`src/rtl/ram_port_arbiter_pkg.sv`:
```
// rtl/ram_port_arbiter_pkg.sv - shared constants and types for the block-RAM port arbiter
package ram_port_arbiter_pkg;

    localparam int          RAM_ADDR_W    = 6;
    localparam int          RAM_DATA_W    = 32;
    localparam int          RAM_DEPTH     = 1 << RAM_ADDR_W;
    localparam logic [31:0] RAM_CLEAR_VAL = 32'h0000_0000;

    typedef enum logic {
        ST_INIT = 1'b0,
        ST_RUN  = 1'b1
    } state_t;

    // One entry of the read-tracking pipe: id is the requester that owns the read.
    typedef struct packed {
        logic valid;
        logic id;
    } tag_t;

endpackage

```
`src/rtl/ram_port_arbiter_if.sv`:
```
// rtl/ram_port_arbiter_if.sv - one requester's request/response bundle
interface ram_port_arbiter_if
    import ram_port_arbiter_pkg::*;
#(
    parameter int ADDR_W = RAM_ADDR_W,
    parameter int DATA_W = RAM_DATA_W
);

    logic              valid;
    logic              we;
    logic [ADDR_W-1:0] addr;
    logic [DATA_W-1:0] wdata;
    logic              ready;
    logic              rsp_valid;
    logic [DATA_W-1:0] rsp_rdata;

    modport master (
        output valid, we, addr, wdata,
        input  ready, rsp_valid, rsp_rdata
    );

    modport slave (
        input  valid, we, addr, wdata,
        output ready, rsp_valid, rsp_rdata
    );

endinterface

```
`src/rtl/ram_port_arbiter_rr_arb2.sv`:
```
// rtl/ram_port_arbiter_rr_arb2.sv - two-requester round-robin grant, one-hot, combinational
module ram_port_arbiter_rr_arb2 (
    input  logic       valid0,
    input  logic       valid1,
    input  logic       last_grant,
    output logic [1:0] grant
);

    always_comb begin
        grant = 2'b00;
        // On contention the requester that did not win last time goes first.
        if (valid0 && valid1) begin
            grant = last_grant ? 2'b01 : 2'b10;
        end else begin
            grant = {valid1, valid0};
        end
    end

endmodule

```
`src/rtl/ram_port_arbiter.sv`:
```
// rtl/ram_port_arbiter.sv - clears the single-port RAM after reset, then arbitrates two requesters onto it
module ram_port_arbiter
    import ram_port_arbiter_pkg::*;
#(
    parameter int                ADDR_W    = RAM_ADDR_W,
    parameter int                DATA_W    = RAM_DATA_W,
    parameter logic [DATA_W-1:0] CLEAR_VAL = DATA_W'(RAM_CLEAR_VAL)
) (
    input  logic                 clk,
    input  logic                 rst,
    ram_port_arbiter_if.slave    req0,
    ram_port_arbiter_if.slave    req1,
    output logic                 ram_we,
    output logic [ADDR_W-1:0]    ram_addr,
    output logic [DATA_W-1:0]    ram_din,
    input  logic [DATA_W-1:0]    ram_dout,
    output logic                 init_done
);

    state_t            state;
    state_t            state_nx;
    logic [ADDR_W:0]   sweep_cnt;
    logic              last_grant;
    logic [1:0]        grant;
    logic              run;
    logic              accept;
    logic              sel;
    logic              sel_we;
    logic [ADDR_W-1:0] sel_addr;
    logic [DATA_W-1:0] sel_wdata;
    tag_t              tag_s1_nx;
    tag_t              tag_s1;
    tag_t              tag_s2;

    assign run = (state == ST_RUN);

    ram_port_arbiter_rr_arb2 u_rr_arb2 (
        .valid0     (req0.valid & run),
        .valid1     (req1.valid & run),
        .last_grant (last_grant),
        .grant      (grant)
    );

    assign req0.ready = grant[0];
    assign req1.ready = grant[1];

    always_ff @(posedge clk or posedge rst) begin
        if (rst) begin
            state <= ST_INIT;
        end else begin
            state <= state_nx;
        end
    end

    always_comb begin
        state_nx  = state;
        accept    = 1'b0;
        sel       = grant[1];
        sel_we    = sel ? req1.we    : req0.we;
        sel_addr  = sel ? req1.addr  : req0.addr;
        sel_wdata = sel ? req1.wdata : req0.wdata;
        case (state)
            // sweep_cnt MSB sets once the last address has been driven onto the RAM
            ST_INIT: if (sweep_cnt[ADDR_W]) state_nx = ST_RUN;
            ST_RUN:  accept = |grant;
            default: state_nx = ST_INIT;
        endcase
        tag_s1_nx.valid = accept & ~sel_we;
        tag_s1_nx.id    = sel;
    end

    always_ff @(posedge clk or posedge rst) begin
        if (rst) begin
            sweep_cnt      <= '0;
            ram_we         <= 1'b0;
            ram_addr       <= '0;
            ram_din        <= '0;
            init_done      <= 1'b0;
            last_grant     <= 1'b1;
            tag_s1         <= '0;
            tag_s2         <= '0;
            req0.rsp_valid <= 1'b0;
            req1.rsp_valid <= 1'b0;
            req0.rsp_rdata <= '0;
            req1.rsp_rdata <= '0;
        end else begin
            tag_s1 <= tag_s1_nx;
            tag_s2 <= tag_s1;

            // Stage 2 lines up with ram_dout; capture and strobe the owning port.
            req0.rsp_valid <= tag_s2.valid & ~tag_s2.id;
            req1.rsp_valid <= tag_s2.valid &  tag_s2.id;
            if (tag_s2.valid && !tag_s2.id) req0.rsp_rdata <= ram_dout;
            if (tag_s2.valid &&  tag_s2.id) req1.rsp_rdata <= ram_dout;

            if (state == ST_INIT) begin
                if (sweep_cnt[ADDR_W]) begin
                    ram_we    <= 1'b0;
                    init_done <= 1'b1;
                end else begin
                    ram_we    <= 1'b1;
                    ram_addr  <= sweep_cnt[ADDR_W-1:0];
                    ram_din   <= CLEAR_VAL;
                    sweep_cnt <= sweep_cnt + 1'b1;
                end
            end else begin
                ram_we <= accept & sel_we;
                if (accept) begin
                    ram_addr   <= sel_addr;
                    last_grant <= sel;
                    if (sel_we) ram_din <= sel_wdata;
                end
            end
        end
    end

endmodule

```
`src/flat_wrapper.sv`:
```
// flat-port wrapper written by rule: the top's interface ports become plain ports
module ram_port_arbiter_flat import ram_port_arbiter_pkg::*;
#(
    parameter int                ADDR_W    = RAM_ADDR_W,
    parameter int                DATA_W    = RAM_DATA_W,
    parameter logic [DATA_W-1:0] CLEAR_VAL = DATA_W'(RAM_CLEAR_VAL)
)
  (clk, rst, ram_we, ram_addr, ram_din, ram_dout, init_done, req0_valid, req0_we, req0_addr, req0_wdata, req0_ready, req0_rsp_valid, req0_rsp_rdata, req1_valid, req1_we, req1_addr, req1_wdata, req1_ready, req1_rsp_valid, req1_rsp_rdata);
  ram_port_arbiter_if #(.ADDR_W(ADDR_W), .DATA_W(DATA_W)) req0_i ();
  ram_port_arbiter_if #(.ADDR_W(ADDR_W), .DATA_W(DATA_W)) req1_i ();
  input  logic clk;
  input  logic rst;
  output logic ram_we;
  output logic [ADDR_W-1:0] ram_addr;
  output logic [DATA_W-1:0] ram_din;
  input  logic [DATA_W-1:0] ram_dout;
  output logic init_done;
  input wire logic [$bits(req0_i.valid)-1:0] req0_valid;
  input wire logic [$bits(req0_i.we)-1:0] req0_we;
  input wire logic [$bits(req0_i.addr)-1:0] req0_addr;
  input wire logic [$bits(req0_i.wdata)-1:0] req0_wdata;
  output wire logic [$bits(req0_i.ready)-1:0] req0_ready;
  output wire logic [$bits(req0_i.rsp_valid)-1:0] req0_rsp_valid;
  output wire logic [$bits(req0_i.rsp_rdata)-1:0] req0_rsp_rdata;
  input wire logic [$bits(req1_i.valid)-1:0] req1_valid;
  input wire logic [$bits(req1_i.we)-1:0] req1_we;
  input wire logic [$bits(req1_i.addr)-1:0] req1_addr;
  input wire logic [$bits(req1_i.wdata)-1:0] req1_wdata;
  output wire logic [$bits(req1_i.ready)-1:0] req1_ready;
  output wire logic [$bits(req1_i.rsp_valid)-1:0] req1_rsp_valid;
  output wire logic [$bits(req1_i.rsp_rdata)-1:0] req1_rsp_rdata;
  assign req0_i.valid = req0_valid;
  assign req0_i.we = req0_we;
  assign req0_i.addr = req0_addr;
  assign req0_i.wdata = req0_wdata;
  assign req0_ready = req0_i.ready;
  assign req0_rsp_valid = req0_i.rsp_valid;
  assign req0_rsp_rdata = req0_i.rsp_rdata;
  assign req1_i.valid = req1_valid;
  assign req1_i.we = req1_we;
  assign req1_i.addr = req1_addr;
  assign req1_i.wdata = req1_wdata;
  assign req1_ready = req1_i.ready;
  assign req1_rsp_valid = req1_i.rsp_valid;
  assign req1_rsp_rdata = req1_i.rsp_rdata;
  ram_port_arbiter #(.ADDR_W(ADDR_W), .DATA_W(DATA_W), .CLEAR_VAL(CLEAR_VAL)) u_core (.clk(clk), .rst(rst), .req0(req0_i), .req1(req1_i), .ram_we(ram_we), .ram_addr(ram_addr), .ram_din(ram_din), .ram_dout(ram_dout), .init_done(init_done));
endmodule
```
`config.mk`:
```
export PLATFORM = sky130hd
export DESIGN_NAME = ram_port_arbiter_flat
export DESIGN_NICKNAME = d
export VERILOG_FILES = /design/src/rtl/ram_port_arbiter_pkg.sv /design/src/rtl/ram_port_arbiter_if.sv /design/src/rtl/ram_port_arbiter_rr_arb2.sv /design/src/rtl/ram_port_arbiter.sv /design/src/flat_wrapper.sv
export SDC_FILE = /design/constraint.sdc
export NUM_CORES = 1
export LEC_CHECK = 0
export ABC_CLOCK_PERIOD_IN_PS = 3500
export CORE_UTILIZATION = 39
export DETAILED_ROUTE_END_ITERATION = 10
export PLACE_DENSITY_LB_ADDON = 0.05
export SLEW_MARGIN = 20
export SYNTH_ARGS = -nofsm -noshare
export SYNTH_HDL_FRONTEND = slang
export SYNTH_SLANG_ARGS = --single-unit
```
`constraint.sdc`:
```
create_clock -name clk -period 3.5 [get_ports clk]
set_input_delay 0.525 -clock clk [delete_from_list [all_inputs] [get_ports clk]]
set_output_delay 0.525 -clock clk [all_outputs]
set_load 0.02 [all_outputs]
```
# Word-level counts from Yosys, hierarchy flattened

Index checks and enable logic that the tools add are counted.

Logic and storage cells: 58
Output and inout bits: 108
Register bits: 119
Input bits: 114

Eq/ne operators: 3
Multiplexer cells: 18
Reduce and logical (&&, ||, !) cells: 10
$add $sub $neg: 1
Bitwise logic cells: 10

Operators by type and width:

| cell                | number |
|---|---|
| $mux 32             | 5 |
| $mux 6              | 4 |
| $reduce_and 2->1    | 4 |
| $add 7x1->7 const B | 1 |
| $mux 7              | 1 |
| $and 1x1->1         | 6 |
| $mux 1              | 6 |
| $mux 2              | 2 |
| $ne 2x2->1 const B  | 2 |
| $not 1->1           | 4 |
| $logic_and 1x1->1   | 3 |
| $reduce_and 3->1    | 1 |
| $ne 2x1->1 const B  | 1 |
| $reduce_or 2->1     | 1 |
| $logic_not 1->1     | 1 |

# Longest topological paths before layout

Depth in word-level cells: 7
Depth in mapped cells: 6
Depth with buffers taken out: 4

# Hierarchy

Synthesis repeated with hierarchy kept, for this count alone.

Cells, all modules: 379
Area total of the unflattened synthesis: 5,058.6 µm²

By module, submodules not included:

| module                   | area an instance (µm²) | cells an instance | instances | seq. area each (µm²) |
|---|---|---|---|---|
| ram_port_arbiter         | 5,039.8                | 376               | 1         | 2,979.1 |
| ram_port_arbiter_rr_arb2 | 18.8                   | 3                 | 1         | 0.0 |

# Least setup slack after synthesis

Ideal clock, no wire load.

Path kind: input to register
Start point: in req1_valid
End point: reg u_core.ram_din[10]
Arrival time: 1.766 ns
Data required time: 3.375 ns
Buffers on the path: 1
Setup slack: 1.609 ns
Cell stages on the path: 5
Library setup time: 0.125 ns
Cell sequence: a21boi_2 > a211oi_1 > a311oi_4 > buf_6 > mux2_4

Word-level cells in the longest chain between the ends: 7
Elaborated cells on any way between the ends: 13
Classes of those cells: eq/ne (2); mux (7); bitwise (1); reduce/logical (3)

RTL lines:

| what                                                         | line                                            | source |
|---|---|---|
| from (decl)                                                  | flat_wrapper.sv:25                              | `input wire logic [$bits(req1_i.valid)-1:0] req1_valid;` |
| $and 1x1->1 (*)                                              | ram_port_arbiter.sv:39                          | `.valid1 (req1.valid & run),` |
| $logic_and 1x1->1                                            | ram_port_arbiter_rr_arb2.sv:12                  | `if (valid0 && valid1) begin` |
| $mux 2 (*)                                                   | ram_port_arbiter_rr_arb2.sv:12                  |  |
| $reduce_or 2->1 / $mux 32 (equally long branches)            | ram_port_arbiter.sv:65, ram_port_arbiter.sv:61  |  |
| $mux 1 / $mux 32 (equally long branches)                     | ram_port_arbiter.sv:62, ram_port_arbiter.sv:111 |  |
| $ne 2x2->1 (no line) / $mux 32 (equally long branches)       | --                                              |  |
| $reduce_and 3->1 (no line) / $mux 32 (equally long branches) | --                                              |  |
| to (signal assigned)                                         | ram_port_arbiter.sv:111                         | `if (sel_we) ram_din <= sel_wdata;` |
| to (decl)                                                    | ram_port_arbiter.sv:15                          | `output logic [DATA_W-1:0] ram_din,` |

Every way passes the cells marked *; elsewhere a longest branch is shown, timed or not. The select of a mux whose other input is x is not followed.
A chain may end at the register's enable or synchronous reset.

# Worst setup path in the final report

Start point: reg u_core.state, in the netlist u_core.run
End point: out req0_ready

Word-level cells in the longest chain between the ends: 3
Elaborated cells on any way between the ends: 4
Classes of those cells: mux (1); bitwise (2); reduce/logical (1)

RTL lines:

| what                           | line                                           | source |
|---|---|---|
| from (decl)                    | ram_port_arbiter.sv:20                         | `state_t state;` |
| from (signal assigned)         | ram_port_arbiter.sv:51                         | `state <= state_nx;` |
| $and 1x1->1 (on tied branches) | ram_port_arbiter.sv:38, ram_port_arbiter.sv:39 |  |
| $logic_and 1x1->1              | ram_port_arbiter_rr_arb2.sv:12                 |  |
| $mux 2 (*)                     | ram_port_arbiter_rr_arb2.sv:12                 |  |
| to (decl)                      | flat_wrapper.sv:22                             | `output wire logic [$bits(req0_i.ready)-1:0] req0_ready;` |

Every way passes the cells marked *; elsewhere a longest branch is shown, timed or not.

==> metrics.yaml <==
die-area_um2: 13800
slew_headroom: 0.415
max_freq_mhz: 364
io_pins: 222
ys_async_sr_fraction: 1.00
final_cell_count_no_fill: 814
first_iter_violations: 179
tightest_slew_ps: 877
vias: 3905
drc: 0
design_area_um2: 8250
r2r_slack_ps: 1160
yosysWarnings: 0
cp-start-kind: "register"
synth_seq_cells: 119
dp_hpwl_um: 9180
ir_drop_mv: 0.318
cts_max_level: 4
hold-path-cell-count: 0
setup-tns-final_ps: 0
areaGrowthSynthToFinish_pct: 58.5
rows: 41
die_y_um: 118
seq_area_frac_synth: 0.572
cts_sinks: 119
crit_fanout: 23
crit_path_end_kind: "output port"
timing.rr.end: "u_core.ram_din[27]"
routed_wl_um: 12800
final_antenna_net_count: 0
grt_usage: 0.195
synth_edf_count: 0
postCtsSetupRepairBufs: 0
hold_buffers: 0
synth_cells: 405
arrival_ps: 2220
dpl_cell_area_um2: 7610
cts_root_buf: "clkbuf_16"
required_ps: 2970
place_inst: 782
routabilityCongestion: 0.741
r2r_start: "u_core.run"
hold_class: "reg2reg"
maxSlewViolCount: 0
finalClockSkew_ps: 9.13
clockBufferDepth: 2
maxCapViolCount: 0
fp.dieW_um: 118
p_per_area_nw_per_um2: 430
grt_overflow_total: 0
netlist_area_um2: 5210
final_nets: 744
leakagePower_nw: 3.74
min_period_ps: 2750
synth_nets: 520
diodes: 0
antenna_found_initial: 0
vias_per_cell: 4.80
start_util: 0.406
setup_viol: 0
layout-drive-gt1-share: 0.220
outcome: "finished clean"
rsz0062_at_grt: "false"
coreArea_um2: 12800
cts_resized: 0
grt_pass1_vias: 4174
grt_first_pass_wirelength_um: 21200
first_pass_iters: 4
synth-main-ff-cell: "dfrtp_1"
ys_types: 32
hold_start: "u_core.tag_s1[1]"
wl_per_cell_um: 15.7
rr_worst_depth: 5
io_buffers: 221
whs_endpoint: "u_core.tag_s2[1]"
cts_buffers: 17
clock_latency_ps: 400
hold_viol: 0
cts_tree: "built"
clkSlewWorstSetupHoldPaths_ps: 50
period_share: 0.785
syn_area_per_cell_um2: 12.9
grt_max_degree: 73
crit_type: "reg2out"
-- power breakdown --
group	internal (W)	leakage, nW	switching, W	total, W
clock	0.00129	0.317	0.000574	0.00186
combinational	0.000168	1.87	0.000112	0.000280
sequential	0.00140	1.56	0.00000849	0.00141
-- layout by cell type, fill, tap and decap left out, types with 5 or more instances in the layout --
cell type | synthesis | final
a21boi_0 | 32 | 32
a21o_1 | 6 | 6
a311oi_1 | 6 | 6
buf_4 | 0 | 8
clkbuf_16 | 0 | 17
clkbuf_8 | 0 | 5
clkdlybuf4s50_1 | 0 | 221
dfrtp_1 | 118 | 118
mux2_2 | 68 | 68
mux2_4 | 29 | 29
nand2_1 | 82 | 82
nor2_1 | 9 | 9
-- kinds of logic after synthesis --
logic type	after synthesis	synth area share
flops	119	0.572
simple gates	102	0.0791
mux	97	0.231
compound gates	53	0.0817
buf+inv	28	0.0255
xor+xnor	5	0.00841
fa+ha+maj	1	0.00240
-- metrics by stage --
stage / total power [W] / hold slack (ps) / utilization / setup WS, ps
6_report: 0.00354 / 362 / 0.643 / 754
3_3_place_gp: 0.00171 / 334 / 0.593 / 790
2_1_floorplan: 0.00152 / 331 / - / 1520
4_1_cts: 0.00359 / 362 / 0.643 / 716
5_1_grt: 0.00368 / 368 / 0.643 / 616
3_5_place_dp: 0.00171 / 350 / 0.593 / 774
-- registers in the layout (all words and copies together) (netlist names), 2 cells and up --
register,flops
u_core.ram_addr,6
u_core.ram_din,32
u_core.req0.rsp_rdata,32
u_core.req1.rsp_rdata,32
u_core.sweep_cnt,7
u_core.tag_s1,2
u_core.tag_s2,2
-- worst max-delay path, stage by stage, from the launching register on --
cell and delay (ps):
dfrtp_1 690, buf_4 330, and3_1 190, clkdlybuf4s50_1 600
-- worst max-delay path by stage --
stage	cells after the start	slack (ps)	start	to
6_report	3	750	u_core.run	req0_ready
5_1_grt	3	620	u_core.run	req0_ready
4_1_cts	3	720	u_core.run	req0_ready
3_5_place_dp	4	770	req1_valid	req1_ready
3_3_place_gp	4	790	req1_valid	req1_ready
2_1_floorplan	1	1520	rst	u_core.init_done
-- layout make-up --
cell class / instances / area (um^2)
Timing Repair Buffer: 230 / 2290
Inverter: 3 / 15.0
Fill cell: 1025 / 4570
Tap cell: 172 / 215
Multi-Input combinational cell: 258 / 2100
Clock inverter: 7 / 139
Clock buffer: 25 / 505
Sequential cell: 119 / 2980
-- cells in the mapped netlist (all sizes together) (2+ instances only) --
| cell type | count | area, um^2 |
|---|---|---|
| xor2 | 2 | 17.5 |
| a311oi | 7 | 78.8 |
| nand2b | 3 | 18.8 |
| a21boi | 33 | 251 |
| nor2 | 9 | 33.8 |
| mux2 | 97 | 1200 |
| inv | 3 | 11.3 |
| nand4 | 2 | 12.5 |
| xnor2 | 3 | 26.3 |
| a21o | 6 | 45.0 |
| buf | 11 | 68.8 |
| nand2 | 82 | 308 |
| nor2b | 2 | 12.5 |
| dfrtp | 118 | 2950 |
| and2 | 2 | 12.5 |
| clkbuf | 14 | 52.6 |
-- per-layer routing --
layer  vias to the layer above  global-route usage  wire length, um
li1                       1835                   -                -
met1                      1896               0.233             5480
met2                       158               0.327             6210
met3                        16              0.0659              842
met4                         0              0.0713              233
met5                         -                   0                0
(Power assumes the default switching activity.)
